[config.mk]
export PLATFORM = sky130hd
export DESIGN_NAME = spi_flash_xfer
export DESIGN_NICKNAME = d
export VERILOG_FILES = /design/src/rtl/spi_flash_xfer.sv
export SDC_FILE = /design/constraint.sdc
export NUM_CORES = 1
export LEC_CHECK = 0
export BUFFER_PORTS_ARGS = -buffer_cell sky130_fd_sc_hd__clkbuf_2
export CAP_MARGIN = 20
export CORE_UTILIZATION = 50
export CTS_BUF_LIST = sky130_fd_sc_hd__clkbuf_2
export DETAILED_ROUTE_END_ITERATION = 8
export HOLD_SLACK_MARGIN = 0.02
export PLACE_DENSITY = 0.79
export SYNTH_ARGS = -nofsm -noshare
export SYNTH_HDL_FRONTEND = slang
export SYNTH_SLANG_ARGS = --single-unit
[constraint.sdc]
create_clock -name clk -period 2.95 [get_ports clk]
set_input_delay 0.295 -clock clk [delete_from_list [all_inputs] [get_ports clk]]
set_output_delay 0.295 -clock clk [all_outputs]
set_load 0.005 [all_outputs]
[src/rtl/spi_flash_xfer.sv]
// spi_flash_xfer: byte-level SPI mode-0 master (MSB first) that frames
// flash commands for the USB-to-SPI bridge and owns CS/SCK timing.
//
// Ports:
//   clk, reset_n        system clock, asynchronous active-low reset
//   cs_req              high keeps the flash transaction (CS) open
//   tx_valid/tx_ready   byte-in handshake, tx_data is the byte to send
//   rx_valid/rx_ready   byte-out handshake, rx_data is the byte received
//   busy                high whenever the engine is not idle
//   spi_cs_b, spi_sck   flash chip select (active low) and serial clock
//   spi_mosi, spi_miso  serial data out / in
//
// CLK_DIV is the SCK half-period in clk cycles (>= 1).

module spi_flash_xfer #(
    parameter int CLK_DIV = 2
) (
    input  logic       clk,
    input  logic       reset_n,
    input  logic       cs_req,
    input  logic       tx_valid,
    input  logic [7:0] tx_data,
    output logic       tx_ready,
    output logic       rx_valid,
    output logic [7:0] rx_data,
    input  logic       rx_ready,
    output logic       busy,
    output logic       spi_cs_b,
    output logic       spi_sck,
    output logic       spi_mosi,
    input  logic       spi_miso
);

    // Phase counter is wide enough for the 2*CLK_DIV release hold.
    localparam int PW = $clog2(CLK_DIV) + 1;
    localparam logic [PW-1:0] PH_ONE   = PW'(1);
    localparam logic [PW-1:0] HALF_END = PW'(CLK_DIV - 1);
    localparam logic [PW-1:0] REL_END  = PW'(2 * CLK_DIV - 1);

    typedef enum logic [2:0] {
        IDLE,
        SETUP,
        ACTIVE,
        SHIFT,
        RX_WAIT,
        RELEASE
    } state_t;

    state_t state;
    state_t state_next;

    logic [PW-1:0] phase;
    logic [PW-1:0] phase_next;
    logic [2:0]    bit_cnt;
    logic [2:0]    bit_cnt_next;
    // Bit 7 of the outgoing byte goes straight to MOSI on accept,
    // so only the remaining seven bits are kept here.
    logic [6:0]    tx_sh;
    logic [6:0]    tx_sh_next;
    logic [7:0]    rx_sh;
    logic [7:0]    rx_sh_next;

    logic       cs_b_next;
    logic       sck_next;
    logic       mosi_next;
    logic       tx_ready_next;
    logic       rx_valid_next;
    logic [7:0] rx_data_next;
    logic       busy_next;
    logic       accept;

    // A byte offered in the same cycle cs_req drops is refused even
    // though tx_ready (registered) may still read high.
    assign accept = (state == ACTIVE) && tx_ready && tx_valid && cs_req;

    always_ff @(posedge clk or negedge reset_n) begin
        if (!reset_n) begin
            state <= IDLE;
        end else begin
            state <= state_next;
        end
    end

    always_comb begin
        state_next    = state;
        phase_next    = phase;
        bit_cnt_next  = bit_cnt;
        tx_sh_next    = tx_sh;
        rx_sh_next    = rx_sh;
        cs_b_next     = spi_cs_b;
        sck_next      = spi_sck;
        mosi_next     = spi_mosi;
        tx_ready_next = 1'b0;
        rx_valid_next = rx_valid;
        rx_data_next  = rx_data;

        unique case (state)
            IDLE: begin
                cs_b_next  = 1'b1;
                sck_next   = 1'b0;
                mosi_next  = 1'b0;
                phase_next = '0;
                if (cs_req) begin
                    cs_b_next  = 1'b0;
                    state_next = SETUP;
                end
            end

            SETUP: begin
                if (phase == HALF_END) begin
                    phase_next    = '0;
                    state_next    = ACTIVE;
                    tx_ready_next = cs_req;
                end else begin
                    phase_next = phase + PH_ONE;
                end
            end

            ACTIVE: begin
                if (accept) begin
                    tx_sh_next   = tx_data[6:0];
                    mosi_next    = tx_data[7];
                    phase_next   = '0;
                    bit_cnt_next = 3'd0;
                    state_next   = SHIFT;
                end else if (!cs_req) begin
                    cs_b_next  = 1'b1;
                    mosi_next  = 1'b0;
                    phase_next = '0;
                    state_next = RELEASE;
                end else begin
                    tx_ready_next = 1'b1;
                end
            end

            SHIFT: begin
                if (phase != HALF_END) begin
                    phase_next = phase + PH_ONE;
                end else begin
                    phase_next = '0;
                    if (!spi_sck) begin
                        // Rising SCK: flash data is sampled here.
                        sck_next   = 1'b1;
                        rx_sh_next = {rx_sh[6:0], spi_miso};
                    end else begin
                        sck_next     = 1'b0;
                        bit_cnt_next = bit_cnt + 3'd1;
                        if (bit_cnt == 3'd7) begin
                            // MOSI holds its last bit until the next accept.
                            rx_data_next  = rx_sh;
                            rx_valid_next = 1'b1;
                            state_next    = RX_WAIT;
                        end else begin
                            mosi_next  = tx_sh[6];
                            tx_sh_next = {tx_sh[5:0], 1'b0};
                        end
                    end
                end
            end

            RX_WAIT: begin
                if (rx_ready) begin
                    rx_valid_next = 1'b0;
                    state_next    = ACTIVE;
                    tx_ready_next = cs_req;
                end
            end

            RELEASE: begin
                cs_b_next = 1'b1;
                mosi_next = 1'b0;
                if (phase == REL_END) begin
                    phase_next = '0;
                    state_next = IDLE;
                end else begin
                    phase_next = phase + PH_ONE;
                end
            end

            default: begin
                state_next = IDLE;
            end
        endcase

        busy_next = (state_next != IDLE);
    end

    always_ff @(posedge clk or negedge reset_n) begin
        if (!reset_n) begin
            phase    <= '0;
            bit_cnt  <= 3'd0;
            tx_sh    <= 7'd0;
            rx_sh    <= 8'd0;
            spi_cs_b <= 1'b1;
            spi_sck  <= 1'b0;
            spi_mosi <= 1'b0;
            tx_ready <= 1'b0;
            rx_valid <= 1'b0;
            rx_data  <= 8'd0;
            busy     <= 1'b0;
        end else begin
            phase    <= phase_next;
            bit_cnt  <= bit_cnt_next;
            tx_sh    <= tx_sh_next;
            rx_sh    <= rx_sh_next;
            spi_cs_b <= cs_b_next;
            spi_sck  <= sck_next;
            spi_mosi <= mosi_next;
            tx_ready <= tx_ready_next;
            rx_valid <= rx_valid_next;
            rx_data  <= rx_data_next;
            busy     <= busy_next;
        end
    end

endmodule

== Word level (Yosys, flattened, before mapping) ==
Index checks and enable logic that the tools add are counted.

* Register bits: 37
* Input port bits: 14
* Output and inout bits: 14
* Word-level logic and storage cells: 103

* $add $sub $neg: 2
* Eq/ne operators: 18
* Mux-type cells: 48
* Bitwise logic cells: 2
* Reductions and logical operators: 21

{| class="wikitable"
|+ Operators with widths
! cell !! number
|-
| $mux 3 || 12
|-
| $mux 7 || 4
|-
| $mux 1 || 18
|-
| $pmux 3 s6 || 1
|-
| $ne 2x2->1 const B || 8
|-
| $reduce_and 5->1 || 3
|-
| $pmux 7 s2 || 1
|-
| $mux 2 || 5
|-
| $pmux 2 s5 || 1
|-
| $eq 3x3->1 const B || 3
|-
| $pmux 1 s3 || 3
|-
| $reduce_bool 3->1 || 3
|-
| $reduce_and 4->1 || 2
|-
| $eq 3x2->1 const B || 2
|-
| $pmux 3 s2 || 1
|-
| $reduce_and 3->1 || 2
|-
| $reduce_bool 2->1 || 3
|-
| $reduce_bool 5->1 || 1
|-
| $pmux 1 s2 || 2
|-
| $reduce_and 2->1 || 2
|-
| $add 3x1->3 const B || 1
|-
| $eq 3x1->1 const B || 1
|-
| $logic_and 1x1->1 || 3
|-
| $logic_not 3->1 || 1
|-
| 7 further kinds || 8
|}

== Depth between registers and ports, before layout ==
* Depth after elaboration: 7
* Gate-level depth with buffers: 8
* Depth with buffers taken out: 6

== Worst setup path after synthesis ==
OpenSTA, ideal clock, no wires.

* Kind: register -> register
* Start: register bit_cnt[0]
* End: register busy
* Library setup time: 131 ps
* Arrival: 1,586 ps
* Required time: 2,819 ps
* Path slack: 1,232 ps
* Stages on the path, launching flop included: 7
* Buffers on the path: 0
* Clock period less this slack: 1,718 ps
* Cells stage by stage: dfrtp_1 ha_1 ha_1 nand3_1 nor2_4 a211o_1 or3_1

* Cells in the longest elaborated chain, start to end: 6

{| class="wikitable"
|+ Ends and longest elaborated chain
! element !! RTL line !! RTL
|-
| start, declared || 54 || <nowiki>logic [2:0] bit_cnt;</nowiki>
|-
| start signal, assigned || 203 || <nowiki>bit_cnt <= bit_cnt_next;</nowiki>
|-
| $eq 3x3->1 || 148 || <nowiki>if (bit_cnt == 3'd7) begin</nowiki>
|-
| $mux 3 || 148 ||
|-
| $mux 3 || 141 || <nowiki>if (!spi_sck) begin</nowiki>
|-
| $mux 3 || 137 || <nowiki>if (phase != HALF_END) begin</nowiki>
|-
| $pmux 3 s6 || 97 || <nowiki>unique case (state)</nowiki>
|-
| via state_next[2] || 50 || <nowiki>state_t state_next;</nowiki>
|-
| $reduce_bool 3->1 || 185 || <nowiki>busy_next = (state_next != IDLE);</nowiki>
|-
| via busy_next || 69 || <nowiki>logic busy_next;</nowiki>
|-
| end signal, assigned || 212 || <nowiki>busy <= busy_next;</nowiki>
|-
| end, declared || 27 || <nowiki>output logic busy,</nowiki>
|}

The timed path passes the listed nets, and every way through them passes these cells.
A chain may end at the register's enable or synchronous reset.

== Final worst setup path ==
* Start: register state[1]
* End: register tx_sh[2]

* Cells in the longest elaborated chain, start to end: 6
* Elaborated cells between the ends (all ways): 12
* Classes of those cells: eq/ne (6); mux (1); reduce/logical (5)

{| class="wikitable"
|+ Ends and longest elaborated chain
! element !! RTL line !! RTL
|-
| start, declared || 49 || <nowiki>state_t state;</nowiki>
|-
| start signal, assigned || 80 || <nowiki>state <= state_next;</nowiki>
|-
| $eq 3x2->1 || 74, 97 ||
|-
| $logic_and 1x1->1 (3 in series) || 74 || <nowiki>assign accept = (state == ACTIVE) && tx_ready && tx_valid && cs_req;</nowiki>
|-
| $ne 2x2->1 (no source line) || -- ||
|-
| $reduce_and 5->1 (no source line) || -- ||
|-
| end signal, assigned || 204 || <nowiki>tx_sh <= tx_sh_next;</nowiki>
|-
| end, declared || 58 || <nowiki>logic [6:0] tx_sh;</nowiki>
|}

Parallel ways exist; a longest one is shown, timed or not.

==> results.yml <==
cts:
  cts_setup_buffers: 0
  clk-insertion-delay-late_ns: 0.39
  cts_tree: "built"
  htreeDepth: 2
  cts_root_buffer: "clkbuf_2"
  cts.sinks: 37
  numCtsBuffers: 5
  clockBufferDepth: 2
  clkTransAtPathRegs_ns: 0.16
grt:
  antenna_found_initial: 0
  grt_remaining_overflow: 0
  grt_use_total: 0.196
  grt_pass1_wl_um: 5930
  grt_pass1_vias: 1275
  grt_max_degree: 38
sta:
  finalCritPeriodShare: 0.721
  grt_setup_unrepaired: "false"
  slew_headroom: 0.407
  finalMaxSlewViolations: 0
  clock.fmax_ghz: 0.470
  fin_crit_ns: 2.13
  tightest_slew_ns: 0.890
  setup_tns_ns: 0
  hold_viol_final: 0
  finClkSkew_ns: 0.0213
  setup_viol: 0
  setup_slack_ns: 0.822
critical_path:
  crit_chain: "and3b_1 > nand2_1 > a21oi_1 > a41oi_1"
  critPathKind: "register to register"
  cp_slowest_cell: "dfrtp_1"
  worstPathRequired_ns: 3.18
  worst_setup_path_end_kind: "register"
  crit_fanout: 19
  worstSetupStartpointType: "register"
  slowest_delay_ns: 0.77
  reg2reg_setup_slack_ns: 0.82
  cp.arrival_ns: 2.36
routing:
  drt-initial-drc-count: 115
  num_vias: 1317
  viasPerCell: 5.63
  drc: 0
  wl_per_cell_um: 14.8
  ant_nets: 0
  drt-total-wl_um: 3470
  drt_pre_antenna_iters: 4
power_and_ir_drop:
  ir_worst_vdd_mv: 0.349
  power_density_nw_per_um2: 718
  p_leak_nw: 0.980
placed_design:
  dp_slack_ns: 0.896
  place_inst: 226
  place.gp.congestion: 0.796
  hpwl_um: 2450
  port_buffers: 27
logic_synthesis:
  yosysUniqueCellTypes: 44
  synth-compound-area-share: 0.167
  yosysTopAreaCell: "dfrtp_1"
  synthFlopType: "dfrtp_1"
  ys_ff_latch: 37
  synth.mux.area_fraction: 0.112
  ys_warn_count: 0
  netlist_top_cells_area: "dfrtp_1 48%, mux2_2 9.6%, nand2_1 3.8%"
  synth_edf_count: 0
  ys_seq_area_frac: 0.493
  synthAdderAreaFrac: 0.0333
  synth_top_family_by_area: "compound AO/OA/AOI/OAI gates"
  synth_common_cells: "36 x dfrtp_1, 19 x nand2_1, 16 x mux2_2, 8 x a21oi_1"
  syn-num-nets: 182
  synthesis.area_sq_um: 1880
  synth_area_per_cell_sq_um: 11.5
  yosys.area_share.simple: 0.140
  async_flop_share: 1.00
  yosys.area.top_type_share: 0.479
  synth-xor-area-share: 0
  yosysMostFrequentCell: "dfrtp_1"
  synthCells: 163
run:
  cap_violations: 0
floorplan:
  dieHeight_um: 63.3
  fp-row-count: 21
  start_util: 0.542
  io_pins: 28
  core_area_sq_um: 3470
  dieArea_sq_um: 4010
  die_w_um: 63.3
layout:
  fin_nets: 207
  drive_above_1_share: 0.309
  final_cells: 234
  area_growth_pct: 8.39
  antenna_cells: 0
status:
  status: "finished, final reports clean"
hold_path:
  hold_class: "input port to register"
==> cells in the final DEF, fill, tap and decap left out, drive strengths merged, types with 5 or more instances in the layout <==
cell type and n:
dfrtp 36, clkbuf 33, nand2 19, mux2 16
o21ai 9, a21oi 8, a41oi 7, inv 6
ha 5, nor2 5
==> final timing paths <==
| kind | start | end | cells after the start |
|---|---|---|---|
| worst max-delay path | state[1] | tx_sh[2] | 4 |
| min in group asynchronous | reset_n | spi_sck | 2 |
| worst max register to register | state[1] | tx_sh[2] | 4 |
| worst min-delay path | spi_miso | rx_sh[0] | 2 |
| max in group asynchronous | reset_n | rx_data[5] | 2 |
| worst min register to register | rx_sh[7] | rx_data[7] | 1 |
==> stage by stage <==
step	total power, mW	utilization	area [sq um]	hold WS, ns
floorplan	1.17	-	1880	-0.000591
global placement	1.24	0.575	1990	0.443
detailed placement	1.26	0.575	1990	0.466
CTS	1.48	0.587	2040	0.122
global route	1.58	0.587	2040	0.0957
finish	1.46	0.587	2040	0.143
==> routing by layer <==
layer / routed length [um] / GRT usage / vias to the layer above
li1: - / - / 644
met3: 147 / 0.0688 / 6
met5: 0 / 0 / -
met2: 1720 / 0.317 / 27
met4: 59 / 0.0852 / 0
met1: 1540 / 0.236 / 640
==> where the power goes <==
part / leakage (nW) / internal (mW) / switching (mW) / total, mW
Clock: 0.0265 / 0.0552 / 0.155 / 0.210
Sequential: 0.490 / 0.631 / 0.153 / 0.784
Combinational: 0.464 / 0.229 / 0.238 / 0.467
==> worst max-delay path: cells and delay by family (launching register included) <==
kind | cells | cell delay [ns]
flops | 1 | 0.77
compound gates | 2 | 0.30
simple gates | 2 | 0.90
==> registers in the layout, indices dropped and copies added (netlist names), 2 cells and up <==
| name | flops |
|---|---|
| state | 3 |
| phase | 2 |
| rx_data | 8 |
| tx_sh | 7 |
| bit_cnt | 3 |
| rx_sh | 8 |
==> repair_timing <==
action / in CTS / in global routing
resized for setup: 0 / 0
endpoints found under the hold margin: 16 / 0
hold buffers: 1 / 0
setup endpoints to repair: 0 / 0
==> cell families after synthesis <==
| logic type | after synthesis |
|---|---|
| buf+inv | 16 |
| flops | 37 |
| fa+ha+maj | 5 |
| mux | 19 |
| simple gates | 45 |
| compound gates | 41 |
==> final cells by class <==
cell class / count / area, sq um
Clock buffer: 6 / 30.0
Timing Repair Buffer: 28 / 145
Tap cell: 46 / 57.6
Multi-Input combinational cell: 110 / 851
Clock inverter: 1 / 3.75
Inverter: 6 / 22.5
Sequential cell: 37 / 927
Fill cell: 322 / 1430
No activity file was read; power rests on OpenSTA's default activity.
